==> config.mk <==
export PLATFORM = sky130hd
export DESIGN_NAME = pipe_valid_tracker
export DESIGN_NICKNAME = d
export VERILOG_FILES = /design/src/rtl/pipe_valid_tracker.sv
export SDC_FILE = /design/constraint.sdc
export NUM_CORES = 1
export LEC_CHECK = 0
export CORE_AREA = 2 2 39 41
export CTS_CLUSTER_DIAMETER = 30
export DETAILED_ROUTE_END_ITERATION = 8
export DIE_AREA = 0 0 41 43
export PLACE_DENSITY_LB_ADDON = 0.08
export SYNTH_ARGS = -nofsm -noshare
export SYNTH_HDL_FRONTEND = slang
export SYNTH_SLANG_ARGS = --single-unit
==> constraint.sdc <==
create_clock -name clk -period 2 [get_ports clk]
set_input_delay 0.4 -clock clk [delete_from_list [all_inputs] [get_ports clk]]
set_output_delay 0.4 -clock clk [all_outputs]
set_load 0.05 [all_outputs]
==> src/rtl/pipe_valid_tracker.sv <==
// Tracks pipeline fill/drain around an upstream valid strobe: counts samples in to
// assert out_valid, holds it for DRAIN_CNT idle cycles afterwards, then pulses drain_done.
module pipe_valid_tracker #(
  parameter int FILL_CNT   = 4,
  parameter int DRAIN_CNT  = 4,
  parameter int SECOND_CNT = 1
) (
  input  logic clk,
  input  logic rst,
  input  logic in_valid,
  output logic out_valid,
  output logic out_second,
  output logic flushing,
  output logic drain_done
);

  localparam int MAX_CNT = (FILL_CNT > DRAIN_CNT) ? FILL_CNT : DRAIN_CNT;
  localparam int CW      = $clog2(MAX_CNT) + 1;

  localparam logic [CW-1:0] FILL_L   = CW'(FILL_CNT);
  localparam logic [CW-1:0] DRAIN_L  = CW'(DRAIN_CNT);
  localparam logic [CW-1:0] SECOND_L = CW'(SECOND_CNT);

  typedef enum logic [1:0] {IDLE, FILL, VALID, DRAIN} state_t;

  state_t        state_q, state_d;
  logic [CW-1:0] cnt_q, cnt_d, cnt_inc;
  logic          valid_d, second_d, done_d;

  assign cnt_inc = cnt_q + 1'b1;

  // NOTE: every always_comb target gets a default first so no path can infer a latch.
  always_comb begin
    state_d  = state_q;
    cnt_d    = cnt_q;
    valid_d  = out_valid;
    second_d = out_second;
    done_d   = 1'b0;

    unique case (state_q)
      IDLE: begin
        if (in_valid) begin
          cnt_d    = CW'(1);
          second_d = (SECOND_CNT == 1);
          if (FILL_CNT == 1) begin
            state_d = VALID;
            valid_d = 1'b1;
            cnt_d   = '0;
          end else begin
            state_d = FILL;
          end
        end
      end

      FILL: begin
        if (in_valid) begin
          cnt_d = cnt_inc;
          if (cnt_inc == SECOND_L) second_d = 1'b1;
          if (cnt_inc == FILL_L) begin
            state_d = VALID;
            valid_d = 1'b1;
            cnt_d   = '0;
          end
        end else begin
          // A gap in the fill discards partial progress.
          state_d  = IDLE;
          cnt_d    = '0;
          second_d = 1'b0;
        end
      end

      VALID: begin
        if (!in_valid) begin
          if (DRAIN_CNT == 0) begin
            state_d  = IDLE;
            valid_d  = 1'b0;
            second_d = 1'b0;
            done_d   = 1'b1;
          end else begin
            state_d = DRAIN;
            cnt_d   = '0;
          end
        end
      end

      DRAIN: begin
        if (in_valid) begin
          // Pipeline contents are still live, so no refill is needed.
          state_d = VALID;
          cnt_d   = '0;
        end else begin
          cnt_d = cnt_inc;
          if (cnt_inc == DRAIN_L) begin
            state_d  = IDLE;
            cnt_d    = '0;
            valid_d  = 1'b0;
            second_d = 1'b0;
            done_d   = 1'b1;
          end
        end
      end

      default: begin
        state_d  = IDLE;
        cnt_d    = '0;
        valid_d  = 1'b0;
        second_d = 1'b0;
      end
    endcase
  end

  // NOTE: sequential state uses non-blocking assignments so all registers update together.
  always_ff @(posedge clk) begin
    if (rst) begin
      state_q    <= IDLE;
      cnt_q      <= '0;
      out_valid  <= 1'b0;
      out_second <= 1'b0;
      flushing   <= 1'b0;
      drain_done <= 1'b0;
    end else begin
      state_q    <= state_d;
      cnt_q      <= cnt_d;
      out_valid  <= valid_d;
      out_second <= second_d;
      flushing   <= (state_d == DRAIN);
      drain_done <= done_d;
    end
  end

endmodule

==> results of run 1 <==
==> worst register-to-register path, cell delays in order (launching register included) <==
cell and delay (ps):
sky130_fd_sc_hd__dfxtp_1 340, sky130_fd_sc_hd__inv_1 110, sky130_fd_sc_hd__ha_1 290, sky130_fd_sc_hd__or2_1 160
sky130_fd_sc_hd__a21oi_1 70, sky130_fd_sc_hd__o32a_1 380, sky130_fd_sc_hd__nor4_2 230
==> cells in the final DEF, fill, tap and decap left out, types with 2 or more instances in the layout <==
cell type	netlist	routed
sky130_fd_sc_hd__a211oi_1	3	3
sky130_fd_sc_hd__a21oi_1	6	6
sky130_fd_sc_hd__buf_4	0	3
sky130_fd_sc_hd__clkbuf_4	0	3
sky130_fd_sc_hd__clkdlybuf4s50_1	0	6
sky130_fd_sc_hd__dfxtp_1	9	9
sky130_fd_sc_hd__ha_1	10	10
sky130_fd_sc_hd__inv_1	10	10
sky130_fd_sc_hd__nand2_1	9	9
sky130_fd_sc_hd__nand3_1	2	2
sky130_fd_sc_hd__nor2_1	4	4
sky130_fd_sc_hd__nor3_1	3	3
sky130_fd_sc_hd__o21ai_0	2	2
==> power by group through the flow <==
| stage | Clock, mW | Sequential, mW | Combinational [mW] |
|---|---|---|---|
| floorplan | 0 | 0.210 | 0.0572 |
| global placement | 0 | 0.199 | 0.0953 |
| detailed placement | 0 | 0.199 | 0.0959 |
| CTS | 0.146 | 0.195 | 0.0962 |
| global route | 0.155 | 0.196 | 0.107 |
| finish | 0.140 | 0.195 | 0.0953 |
==> state kept, by name (all words and copies together) (netlist names) <==
name        count
out_valid       1
state_q         2
out_second      1
flushing        1
cnt_q           3
drain_done      1
==> layer usage <==
layer | track usage | wire (um)
met5 | 0 | 0
met4 | 0.0800 | 0
met3 | 0.0471 | 25
met2 | 0.222 | 529
met1 | 0.205 | 546
==> path summary, 6_finish.rpt <==
path	from	endpoint	depth (start not counted)
max	out_valid	out_valid	1
min	cnt_q[1]	cnt_q[1]	2
max reg2reg	state_q[1]	flushing	6
min reg2reg	cnt_q[1]	cnt_q[1]	2
==> area by class of cell <==
class,instances,area [sq um]
inverter,11,41.3
fill,145,667
timing repair buffer,9,82.6
sequential,9,180
multi-input combinational,52,367
clock buffer,4,26.3
tap,16,20.0
==> stage by stage <==
stage | worst slack (ps) | power (mW) | hold slack [ps]
finish | 184 | 0.430 | 473
floorplan | 492 | 0.267 | 449
global route | 146 | 0.458 | 509
detailed placement | 28.5 | 0.295 | 469
CTS | 175 | 0.437 | 478
global placement | 64.3 | 0.294 | 459
==> cell families after synthesis <==
group	count (synthesis)	share of synthesized area
AO/OA/AOI/OAI	17	0.187
adder cells (fa/ha/maj)	10	0.207
buffers and inverters	13	0.0934
flip-flops	9	0.299
multiplexers	1	0.0166
AND/OR/NAND/NOR	24	0.197
==> impl_metrics.xml, run 1 <==
<?xml version="1.0" encoding="UTF-8"?>
<metrics>
  <group name="route">
    <metric name="route.vias.total" unit="">518</metric>
    <metric name="wl_per_cell" unit="um">10.9</metric>
    <metric name="number_of_iterations_in_the_first_detailed_routing_pass" unit="">4</metric>
    <metric name="postRouteWirelength" unit="mm">1.10</metric>
    <metric name="postRouteAntennaNets" unit="">0</metric>
    <metric name="drc_errors" unit="">0</metric>
    <metric name="first_iter_violations" unit="">15</metric>
    <metric name="drt-vias-per-instance" unit="">5.13</metric>
  </group>
  <group name="timing">
    <metric name="max_slew.worst_pin.slew" unit="ps">492</metric>
    <metric name="grt_setup_unrepaired" unit="">no</metric>
    <metric name="timing.slew.headroom" unit="">0.671</metric>
    <metric name="finalCriticalPeriod" unit="ps">1820</metric>
    <metric name="finClkSkew" unit="ps">7.77</metric>
    <metric name="timing_max_transition_violations_final" unit="">0</metric>
    <metric name="final.period_utilization" unit="">0.908</metric>
    <metric name="report.final.setup_viol" unit="">0</metric>
    <metric name="setup_tns" unit="ps">0</metric>
    <metric name="hold_viol" unit="">0</metric>
    <metric name="fmax" unit="MHz">551</metric>
  </group>
  <group name="clock_tree">
    <metric name="cts.repair.resized" unit="">0</metric>
    <metric name="cts.reportedPaths.clkPinSlew" unit="ps">70</metric>
    <metric name="clock_sink_count" unit="">9</metric>
    <metric name="cts-buffers-inserted" unit="">3</metric>
    <metric name="clk_root_buffer_cell" unit="">sky130_fd_sc_hd__clkbuf_4</metric>
    <metric name="cts_hold_fix_bufs" unit="">0</metric>
    <metric name="cts_tree" unit="">done</metric>
    <metric name="number_of_setup_buffers_added_after_cts" unit="">0</metric>
    <metric name="clk-insertion-delay-late" unit="ps">260</metric>
    <metric name="ctsLongestPathBuffers" unit="">2</metric>
    <metric name="cts_max_level" unit="">1</metric>
  </group>
  <group name="placement">
    <metric name="port_buffers" unit="">6</metric>
    <metric name="dpl.cell_count" unit="">97</metric>
    <metric name="place_area" unit="sq um">691</metric>
    <metric name="final_replace_weighted_congestion" unit="">0.742</metric>
    <metric name="detailedPlacementHpwl" unit="um">906</metric>
  </group>
  <group name="yosys">
    <metric name="synth_area" unit="sq um">603</metric>
    <metric name="synth.lib_cells_used.distinct" unit="">26</metric>
    <metric name="yosysTopAreaCellShare" unit="">0.299</metric>
    <metric name="synth_seq_cells" unit="">9</metric>
    <metric name="synth.area.top_cells" unit="">sky130_fd_sc_hd__dfxtp_1 30%, sky130_fd_sc_hd__ha_1 21%, sky130_fd_sc_hd__inv_1 6.2%</metric>
    <metric name="synth_seq_area_share" unit="">0.299</metric>
    <metric name="ys_top_cells_by_count" unit="">10 x sky130_fd_sc_hd__ha_1, 10 x sky130_fd_sc_hd__inv_1, 9 x sky130_fd_sc_hd__dfxtp_1, 9 x sky130_fd_sc_hd__nand2_1, 6 x sky130_fd_sc_hd__a21oi_1</metric>
    <metric name="synth-edff-count" unit="">0</metric>
    <metric name="gate_count_post_synth" unit="">74</metric>
    <metric name="synth.net_count" unit="">87</metric>
    <metric name="postSynth.asyncResetShare" unit="">0</metric>
    <metric name="dominantRegCellSynth" unit="">sky130_fd_sc_hd__dfxtp_1</metric>
    <metric name="yosys.area.top_type" unit="">sky130_fd_sc_hd__dfxtp_1</metric>
    <metric name="ys_warn_count" unit="">0</metric>
    <metric name="syn_area_per_cell" unit="sq um">8.15</metric>
  </group>
  <group name="die">
    <metric name="die-area" unit="sq um">1760</metric>
    <metric name="dieWidth" unit="um">41</metric>
    <metric name="boundaryPins" unit="">7</metric>
    <metric name="die-height" unit="um">43</metric>
    <metric name="core" unit="sq um">1380</metric>
    <metric name="placement_rows" unit="">14</metric>
    <metric name="start_util" unit="">0.436</metric>
  </group>
  <group name="final_layout">
    <metric name="insertedDiodeCount" unit="">0</metric>
    <metric name="nets" unit="">99</metric>
    <metric name="layout-area-overhead-vs-synth" unit="%">18.9</metric>
    <metric name="finalInstanceArea" unit="sq um">717</metric>
    <metric name="final_cell_count_no_fill" unit="">101</metric>
    <metric name="layout.core_utilization" unit="">0.518</metric>
    <metric name="drive_gt1_frac" unit="">0.0941</metric>
  </group>
  <group name="worst_setup_path">
    <metric name="critical_path.top_delay_family" unit="">buffers and inverters</metric>
    <metric name="slowest_cell_delay_on_critical_path" unit="ps">810</metric>
    <metric name="cpMaxStageDelayCell" unit="">sky130_fd_sc_hd__clkdlybuf4s50_1</metric>
    <metric name="timing.reg2reg.setup_slack" unit="ps">320</metric>
    <metric name="critical_path.max_fanout" unit="">3</metric>
    <metric name="worst-setup-path-type" unit="">register to output pin</metric>
    <metric name="timing.critical_path.cells" unit="">clkdlybuf4s50_1</metric>
    <metric name="cp.buffers_inverters" unit="">1</metric>
    <metric name="critical_path_arrival" unit="ps">1420</metric>
    <metric name="cp.required" unit="ps">1600</metric>
    <metric name="end_kind" unit="">output pin</metric>
    <metric name="crit_path_start_kind" unit="">register</metric>
  </group>
  <group name="hold_path">
    <metric name="type_of_the_worst_min_delay_path" unit="">register to register</metric>
  </group>
  <group name="pwr">
    <metric name="p_clk_frac" unit="">0.325</metric>
    <metric name="power_density" unit="nW/um^2">599</metric>
    <metric name="pwr-share-seq" unit="">0.453</metric>
    <metric name="power.switching" unit="mW">0.127</metric>
    <metric name="peakVddDrop" unit="V">0.000293</metric>
    <metric name="p_int" unit="mW">0.302</metric>
    <metric name="p_comb_frac" unit="">0.222</metric>
    <metric name="swShare" unit="">0.296</metric>
    <metric name="power.leakage" unit="nW">0.281</metric>
  </group>
  <group name="grt">
    <metric name="grtUsageTotal" unit="">0.156</metric>
    <metric name="antenna_found_initial" unit="">0</metric>
    <metric name="global_route_wire_length_before_repair" unit="mm">1.82</metric>
    <metric name="number_of_global_route_vias_before_repair" unit="">444</metric>
    <metric name="maximum_number_of_pins_on_one_net_before_global_route_repair" unit="">11</metric>
    <metric name="grt_remaining_overflow" unit="">0</metric>
  </group>
  <group name="flow_run">
    <metric name="max_cap_violations" unit="">0</metric>
  </group>
  <group name="outcome">
    <metric name="outcome" unit="">finished clean</metric>
  </group>
</metrics>
No activity file was read; power rests on OpenSTA's default activity.
==> run 2: changes to the inputs <==
Settings changed: DONT_BUFFER_PORTS from default to 1.
Clock period 2 ns to 1.8 ns, I/O delays scaled along.
==> run 2 against run 1 <==
Final area decreased by 10%. Flip-flop and latch count unchanged. Clock power grew 14%. Largest power group unchanged.
==> impl_metrics.xml, run 2 (same netlist as run 1, synthesis figures left out) <==
<?xml version="1.0" encoding="UTF-8"?>
<metrics>
  <group name="hold_path">
    <metric name="hold_end" unit="">cnt_q[1]</metric>
    <metric name="type_of_the_worst_min_delay_path" unit="">input pin to register</metric>
    <metric name="worst_hold_startpoint" unit="">rst</metric>
    <metric name="min_path_cells" unit="">1</metric>
  </group>
  <group name="final_layout">
    <metric name="layout-area-overhead-vs-synth" unit="%">6.43</metric>
    <metric name="insertedDiodeCount" unit="">0</metric>
    <metric name="flip_flop_count_of_the_largest_register_all_copies_and_words_added" unit="">3</metric>
    <metric name="mostFrequentLayoutCells" unit="">10 x sky130_fd_sc_hd__inv_1, 10 x sky130_fd_sc_hd__ha_1, 9 x sky130_fd_sc_hd__nand2_1, 9 x sky130_fd_sc_hd__dfxtp_1, 6 x sky130_fd_sc_hd__a21oi_1</metric>
    <metric name="drive_gt1_frac" unit="">0.0779</metric>
    <metric name="largest_registers" unit="">cnt_q (3), state_q (2)</metric>
    <metric name="nets" unit="">91</metric>
    <metric name="regMostFlops" unit="">cnt_q</metric>
    <metric name="finalInstanceArea" unit="sq um">642</metric>
  </group>
  <group name="clock_tree">
    <metric name="clk-insertion-delay-late" unit="ps">260</metric>
    <metric name="clock_sink_count" unit="">9</metric>
    <metric name="cts.repair.resized" unit="">0</metric>
    <metric name="clk_root_buffer_cell" unit="">sky130_fd_sc_hd__clkbuf_4</metric>
    <metric name="cts_tree" unit="">done</metric>
    <metric name="cts_max_level" unit="">1</metric>
    <metric name="cts-buffers-inserted" unit="">3</metric>
    <metric name="cts.reportedPaths.clkPinSlew" unit="ps">60</metric>
    <metric name="number_of_setup_buffers_added_after_cts" unit="">0</metric>
    <metric name="cts_hold_fix_bufs" unit="">0</metric>
    <metric name="ctsLongestPathBuffers" unit="">2</metric>
  </group>
  <group name="grt">
    <metric name="maximum_number_of_pins_on_one_net_before_global_route_repair" unit="">11</metric>
    <metric name="antenna_found_initial" unit="">0</metric>
    <metric name="global_route_wire_length_before_repair" unit="mm">1.99</metric>
    <metric name="grtUsageTotal" unit="">0.163</metric>
    <metric name="grt_remaining_overflow" unit="">0</metric>
    <metric name="number_of_global_route_vias_before_repair" unit="">474</metric>
  </group>
  <group name="timing">
    <metric name="fmax" unit="MHz">613</metric>
    <metric name="report.final.setup_viol" unit="">0</metric>
    <metric name="grt_setup_unrepaired" unit="">no</metric>
    <metric name="finClkSkew" unit="ps">0.559</metric>
    <metric name="finalCriticalPeriod" unit="ps">1630</metric>
    <metric name="setup_tns" unit="ps">0</metric>
    <metric name="max_slew.worst_pin.slew" unit="ps">533</metric>
    <metric name="hold_viol" unit="">0</metric>
    <metric name="timing.slew.headroom" unit="">0.644</metric>
    <metric name="timing_max_transition_violations_final" unit="">0</metric>
    <metric name="final.period_utilization" unit="">0.907</metric>
  </group>
  <group name="flow_run">
    <metric name="max_cap_violations" unit="">0</metric>
  </group>
  <group name="die">
    <metric name="boundaryPins" unit="">7</metric>
    <metric name="placement_rows" unit="">14</metric>
    <metric name="die-area" unit="sq um">1760</metric>
    <metric name="core" unit="sq um">1380</metric>
    <metric name="dieWidth" unit="um">41</metric>
    <metric name="die-height" unit="um">43</metric>
    <metric name="start_util" unit="">0.436</metric>
  </group>
  <group name="pwr">
    <metric name="power_density" unit="nW/um^2">718</metric>
    <metric name="power.leakage" unit="nW">0.250</metric>
    <metric name="peakVddDrop" unit="V">0.000412</metric>
  </group>
  <group name="worst_setup_path">
    <metric name="worst-setup-path-type" unit="">register to register</metric>
    <metric name="timing.reg2reg.setup_slack" unit="ps">170</metric>
    <metric name="worst_r2r_path_depth" unit="">6</metric>
    <metric name="critical_path_arrival" unit="ps">1810</metric>
    <metric name="cp.required" unit="ps">1970</metric>
    <metric name="end_kind" unit="">register</metric>
    <metric name="rr_endpoint" unit="">flushing</metric>
    <metric name="critical_path.max_fanout" unit="">7</metric>
    <metric name="rr_startpoint" unit="">state_q[1]</metric>
    <metric name="crit_path_start_kind" unit="">register</metric>
  </group>
  <group name="route">
    <metric name="first_iter_violations" unit="">10</metric>
    <metric name="drc_errors" unit="">0</metric>
    <metric name="postRouteWirelength" unit="mm">1.09</metric>
    <metric name="drt-vias-per-instance" unit="">5.39</metric>
    <metric name="wl_per_cell" unit="um">11.8</metric>
    <metric name="postRouteAntennaNets" unit="">0</metric>
    <metric name="route.vias.total" unit="">501</metric>
    <metric name="number_of_iterations_in_the_first_detailed_routing_pass" unit="">4</metric>
  </group>
  <group name="placement">
    <metric name="place_area" unit="sq um">616</metric>
    <metric name="detailedPlacementHpwl" unit="um">881</metric>
    <metric name="port_buffers" unit="">0</metric>
    <metric name="final_replace_weighted_congestion" unit="">0.782</metric>
  </group>
  <group name="outcome">
    <metric name="outcome" unit="">finished clean</metric>
  </group>
</metrics>
## run 2: final cells by class
class / instances / area, sq um
multi-input cells: 52 / 367
inverters: 11 / 41.3
clock buffers: 4 / 26.3
well taps: 16 / 20.0
fillers: 150 / 742
flip-flops and latches: 9 / 180
repair buffers: 1 / 7.51
## run 2: through the flow
| stage | instances | utilization | hold slack, ps | power (mW) | setup WS (ps) |
|---|---|---|---|---|---|
| 2_1_floorplan | 74 | - | 449 | 0.297 | 292 |
| 3_3_place_gp | 89 | 0.445 | 432 | 0.308 | 108 |
| 3_5_place_dp | 89 | 0.445 | 433 | 0.308 | 194 |
| 4_1_cts | 93 | 0.464 | 158 | 0.465 | 185 |
| 5_1_grt | 93 | 0.464 | 156 | 0.486 | 34.8 |
| 6_report | 93 | 0.464 | 162 | 0.461 | 168 |
## run 2: critical path, stage by stage, from the launching register on
cell	delay, ps
sky130_fd_sc_hd__dfxtp_1	350
sky130_fd_sc_hd__inv_1	110
sky130_fd_sc_hd__ha_1	270
sky130_fd_sc_hd__or2_1	170
sky130_fd_sc_hd__a21oi_1	70
sky130_fd_sc_hd__o32a_1	350
sky130_fd_sc_hd__nor4_2	240
## run 2: metal layers
layer  global-route usage  wire length, um  up-vias
li1                     -                -      261
met1                0.224              526      226
met2                0.234              515       10
met3               0.0314               32        4
met4               0.0800               19        0
met5                    0                0        -
## run 2: power breakdown
part	internal (mW)	leakage, nW	switching (mW)
Clock	0.0855	0.0150	0.0731
Sequential	0.209	0.0733	0.0217
Combinational	0.0286	0.161	0.0431
## run 2: worst max-delay path by stage
stage                     startpoint  endpoint  slack [ps]  cells past startpoint
after CTS                 state_q[1]  flushing         190                      6
after global routing        cnt_q[0]  flushing          30                      5
after floorplan             cnt_q[0]  flushing         290                      5
after global placement      cnt_q[0]  flushing         110                      5
after detailed placement  state_q[1]  flushing         190                      6
final                     state_q[1]  flushing         170                      6
==> run 3: changes to the inputs <==
Settings changed: CELL_PAD_IN_SITES_DETAIL_PLACEMENT from default to 1, CELL_PAD_IN_SITES_GLOBAL_PLACEMENT from default to 2, CORE_AREA 2 2 39 41 to default, CORE_MARGIN from default to 2, CORE_UTILIZATION from default to 34, DIE_AREA 0 0 41 43 to default.
==> run 3 against run 2 <==
Clock-buffer cell count is the same. Register-to-register slack worse by 60 ps. Final area rose by 1.4%. Utilization down 7.9 points. First-iteration DRC count shrank 60%. Critical path depth decreased by 1. Critical path type unchanged. Critical endpoint unchanged. Largest power group unchanged.
==> impl_metrics.xml, run 3 (same netlist as run 1, synthesis figures left out) <==
<?xml version="1.0" encoding="UTF-8"?>
<metrics>
  <group name="timing">
    <metric name="timing.slew.headroom" unit="">0.666</metric>
    <metric name="max_slew.worst_pin.slew" unit="ps">500</metric>
    <metric name="finalCriticalPeriod" unit="ps">1690</metric>
    <metric name="hold_viol" unit="">0</metric>
    <metric name="finClkSkew" unit="ps">0.840</metric>
    <metric name="fmax" unit="MHz">592</metric>
    <metric name="report.final.setup_viol" unit="">0</metric>
    <metric name="grt_setup_unrepaired" unit="">no</metric>
    <metric name="layout_setup_ws" unit="ps">110</metric>
    <metric name="timing_max_transition_violations_final" unit="">0</metric>
    <metric name="final.period_utilization" unit="">0.939</metric>
    <metric name="setup_tns" unit="ps">0</metric>
  </group>
  <group name="pwr">
    <metric name="power.switching" unit="mW">0.141</metric>
    <metric name="power.leakage" unit="nW">0.255</metric>
    <metric name="swShare" unit="">0.303</metric>
    <metric name="p_clk_frac" unit="">0.340</metric>
    <metric name="p_int" unit="mW">0.324</metric>
    <metric name="peakVddDrop" unit="V">0.000369</metric>
    <metric name="power_density" unit="nW/um^2">714</metric>
    <metric name="p_comb_frac" unit="">0.162</metric>
    <metric name="pwr-share-seq" unit="">0.497</metric>
    <metric name="total_power" unit="mW">0.464</metric>
  </group>
  <group name="clock_tree">
    <metric name="cts.reportedPaths.clkPinSlew" unit="ps">60</metric>
    <metric name="cts_hold_fix_bufs" unit="">0</metric>
    <metric name="cts_tree" unit="">done</metric>
    <metric name="cts-buffers-inserted" unit="">3</metric>
    <metric name="ctsLongestPathBuffers" unit="">2</metric>
    <metric name="number_of_setup_buffers_added_after_cts" unit="">0</metric>
    <metric name="cts_max_level" unit="">1</metric>
    <metric name="clk_root_buffer_cell" unit="">sky130_fd_sc_hd__clkbuf_4</metric>
    <metric name="clock_sink_count" unit="">9</metric>
    <metric name="clk-insertion-delay-late" unit="ps">260</metric>
    <metric name="cts.repair.resized" unit="">0</metric>
  </group>
  <group name="flow_run">
    <metric name="max_cap_violations" unit="">0</metric>
  </group>
  <group name="hold_path">
    <metric name="type_of_the_worst_min_delay_path" unit="">input pin to register</metric>
  </group>
  <group name="route">
    <metric name="route.vias.total" unit="">513</metric>
    <metric name="drt-vias-per-instance" unit="">5.40</metric>
    <metric name="highest_routed_layer" unit="">met3</metric>
    <metric name="drc_errors" unit="">0</metric>
    <metric name="wl_met2" unit="um">652</metric>
    <metric name="met3RoutedLength" unit="um">82</metric>
    <metric name="wl_per_cell" unit="um">14.5</metric>
    <metric name="number_of_iterations_in_the_first_detailed_routing_pass" unit="">6</metric>
    <metric name="postRouteWirelength" unit="mm">1.38</metric>
    <metric name="postRouteAntennaNets" unit="">0</metric>
    <metric name="first_iter_violations" unit="">4</metric>
    <metric name="routedLengthMet1" unit="um">645</metric>
  </group>
  <group name="final_layout">
    <metric name="final_cell_count_no_fill" unit="">95</metric>
    <metric name="multi_input_comb_area" unit="sq um">367</metric>
    <metric name="layout-area-overhead-vs-synth" unit="%">7.88</metric>
    <metric name="drive_gt1_frac" unit="">0.0897</metric>
    <metric name="nets" unit="">92</metric>
    <metric name="insertedDiodeCount" unit="">0</metric>
    <metric name="largest_registers" unit="">cnt_q (3), state_q (2)</metric>
    <metric name="n_fill_cell" unit="">209</metric>
    <metric name="ff_latch_area" unit="sq um">180</metric>
    <metric name="layout.core_utilization" unit="">0.385</metric>
    <metric name="regMostFlops" unit="">cnt_q</metric>
    <metric name="mostFrequentLayoutCells" unit="">10 x sky130_fd_sc_hd__inv_1, 10 x sky130_fd_sc_hd__ha_1, 9 x sky130_fd_sc_hd__nand2_1, 9 x sky130_fd_sc_hd__dfxtp_1, 6 x sky130_fd_sc_hd__a21oi_1</metric>
    <metric name="flip_flop_count_of_the_largest_register_all_copies_and_words_added" unit="">3</metric>
  </group>
  <group name="grt">
    <metric name="antenna_found_initial" unit="">0</metric>
    <metric name="grt_remaining_overflow" unit="">0</metric>
    <metric name="global_route_wire_length_before_repair" unit="mm">2.42</metric>
    <metric name="grtUsageTotal" unit="">0.163</metric>
    <metric name="number_of_global_route_vias_before_repair" unit="">526</metric>
    <metric name="maximum_number_of_pins_on_one_net_before_global_route_repair" unit="">11</metric>
  </group>
  <group name="placement">
    <metric name="dp_slack" unit="ps">106</metric>
    <metric name="port_buffers" unit="">0</metric>
    <metric name="detailedPlacementHpwl" unit="mm">1.09</metric>
    <metric name="final_replace_weighted_congestion" unit="">0.751</metric>
    <metric name="dpl.cell_count" unit="">91</metric>
  </group>
  <group name="worst_setup_path">
    <metric name="timing.reg2reg.setup_slack" unit="ps">110</metric>
    <metric name="worstSetupEndpoint" unit="">flushing</metric>
    <metric name="worst-setup-path-type" unit="">register to register</metric>
    <metric name="crit_path_start_kind" unit="">register</metric>
    <metric name="critical_path.startpoint" unit="">cnt_q[0]</metric>
    <metric name="worst_r2r_path_depth" unit="">5</metric>
    <metric name="critical_path_arrival" unit="ps">1840</metric>
    <metric name="rr_endpoint" unit="">flushing</metric>
    <metric name="cp.required" unit="ps">1950</metric>
    <metric name="rr_startpoint" unit="">cnt_q[0]</metric>
    <metric name="end_kind" unit="">register</metric>
    <metric name="critical_path.max_fanout" unit="">4</metric>
  </group>
  <group name="die">
    <metric name="die-area" unit="sq um">2130</metric>
    <metric name="dieWidth" unit="um">46.1</metric>
    <metric name="boundaryPins" unit="">7</metric>
    <metric name="placement_rows" unit="">15</metric>
    <metric name="core" unit="sq um">1690</metric>
    <metric name="die-height" unit="um">46.1</metric>
    <metric name="start_util" unit="">0.357</metric>
  </group>
  <group name="outcome">
    <metric name="outcome" unit="">finished clean</metric>
  </group>
</metrics>
run 3: final cells by class:
| class | instances | area share |
|---|---|---|
| multi-input cells | 52 | 0.563 |
| flip-flops and latches | 9 | 0.277 |
| inverters | 11 | 0.0635 |
| clock buffers | 4 | 0.0404 |
| well taps | 17 | 0.0327 |
| repair buffers | 2 | 0.0231 |
run 3: how the worst min path moves through the flow:
stage          startpoint       end  slack (ps)  cells after the start
6_report              rst  flushing         160                      1
5_1_grt               rst  cnt_q[1]         140                      1
4_1_cts               rst  flushing         140                      1
3_5_place_dp          rst  cnt_q[1]         430                      1
3_3_place_gp          rst  cnt_q[1]         430                      1
2_1_floorplan    cnt_q[1]  cnt_q[1]         450                      2
run 3: layer usage:
metal,global-route usage,vias up
li1,-,260
met1,0.215,240
met2,0.247,13
met3,0.0588,0
met4,0.0514,0
met5,0,-
run 3: worst max-delay path, cell delays in order, from the launching register on:
cell                        delay [ps]
sky130_fd_sc_hd__dfxtp_1           320
sky130_fd_sc_hd__ha_1              250
sky130_fd_sc_hd__ha_1              250
sky130_fd_sc_hd__a2111oi_0         450
sky130_fd_sc_hd__o32a_1            240
sky130_fd_sc_hd__nor4_2             60
run 3: stage by stage:
step | hold slack [ps] | instance area, sq um
after floorplan | 449 | 603
after global placement | 432 | 624
after detailed placement | 433 | 624
after CTS | 145 | 651
after global routing | 143 | 651
final | 159 | 651
run 3: power groups by stage:
stage / sequential [mW] / clock (mW) / combinational (mW)
2_1_floorplan: 0.234 / 0 / 0.0636
4_1_cts: 0.231 / 0.168 / 0.0767
3_5_place_dp: 0.236 / 0 / 0.0757
6_report: 0.231 / 0.158 / 0.0754
5_1_grt: 0.233 / 0.176 / 0.0886
3_3_place_gp: 0.236 / 0 / 0.0765
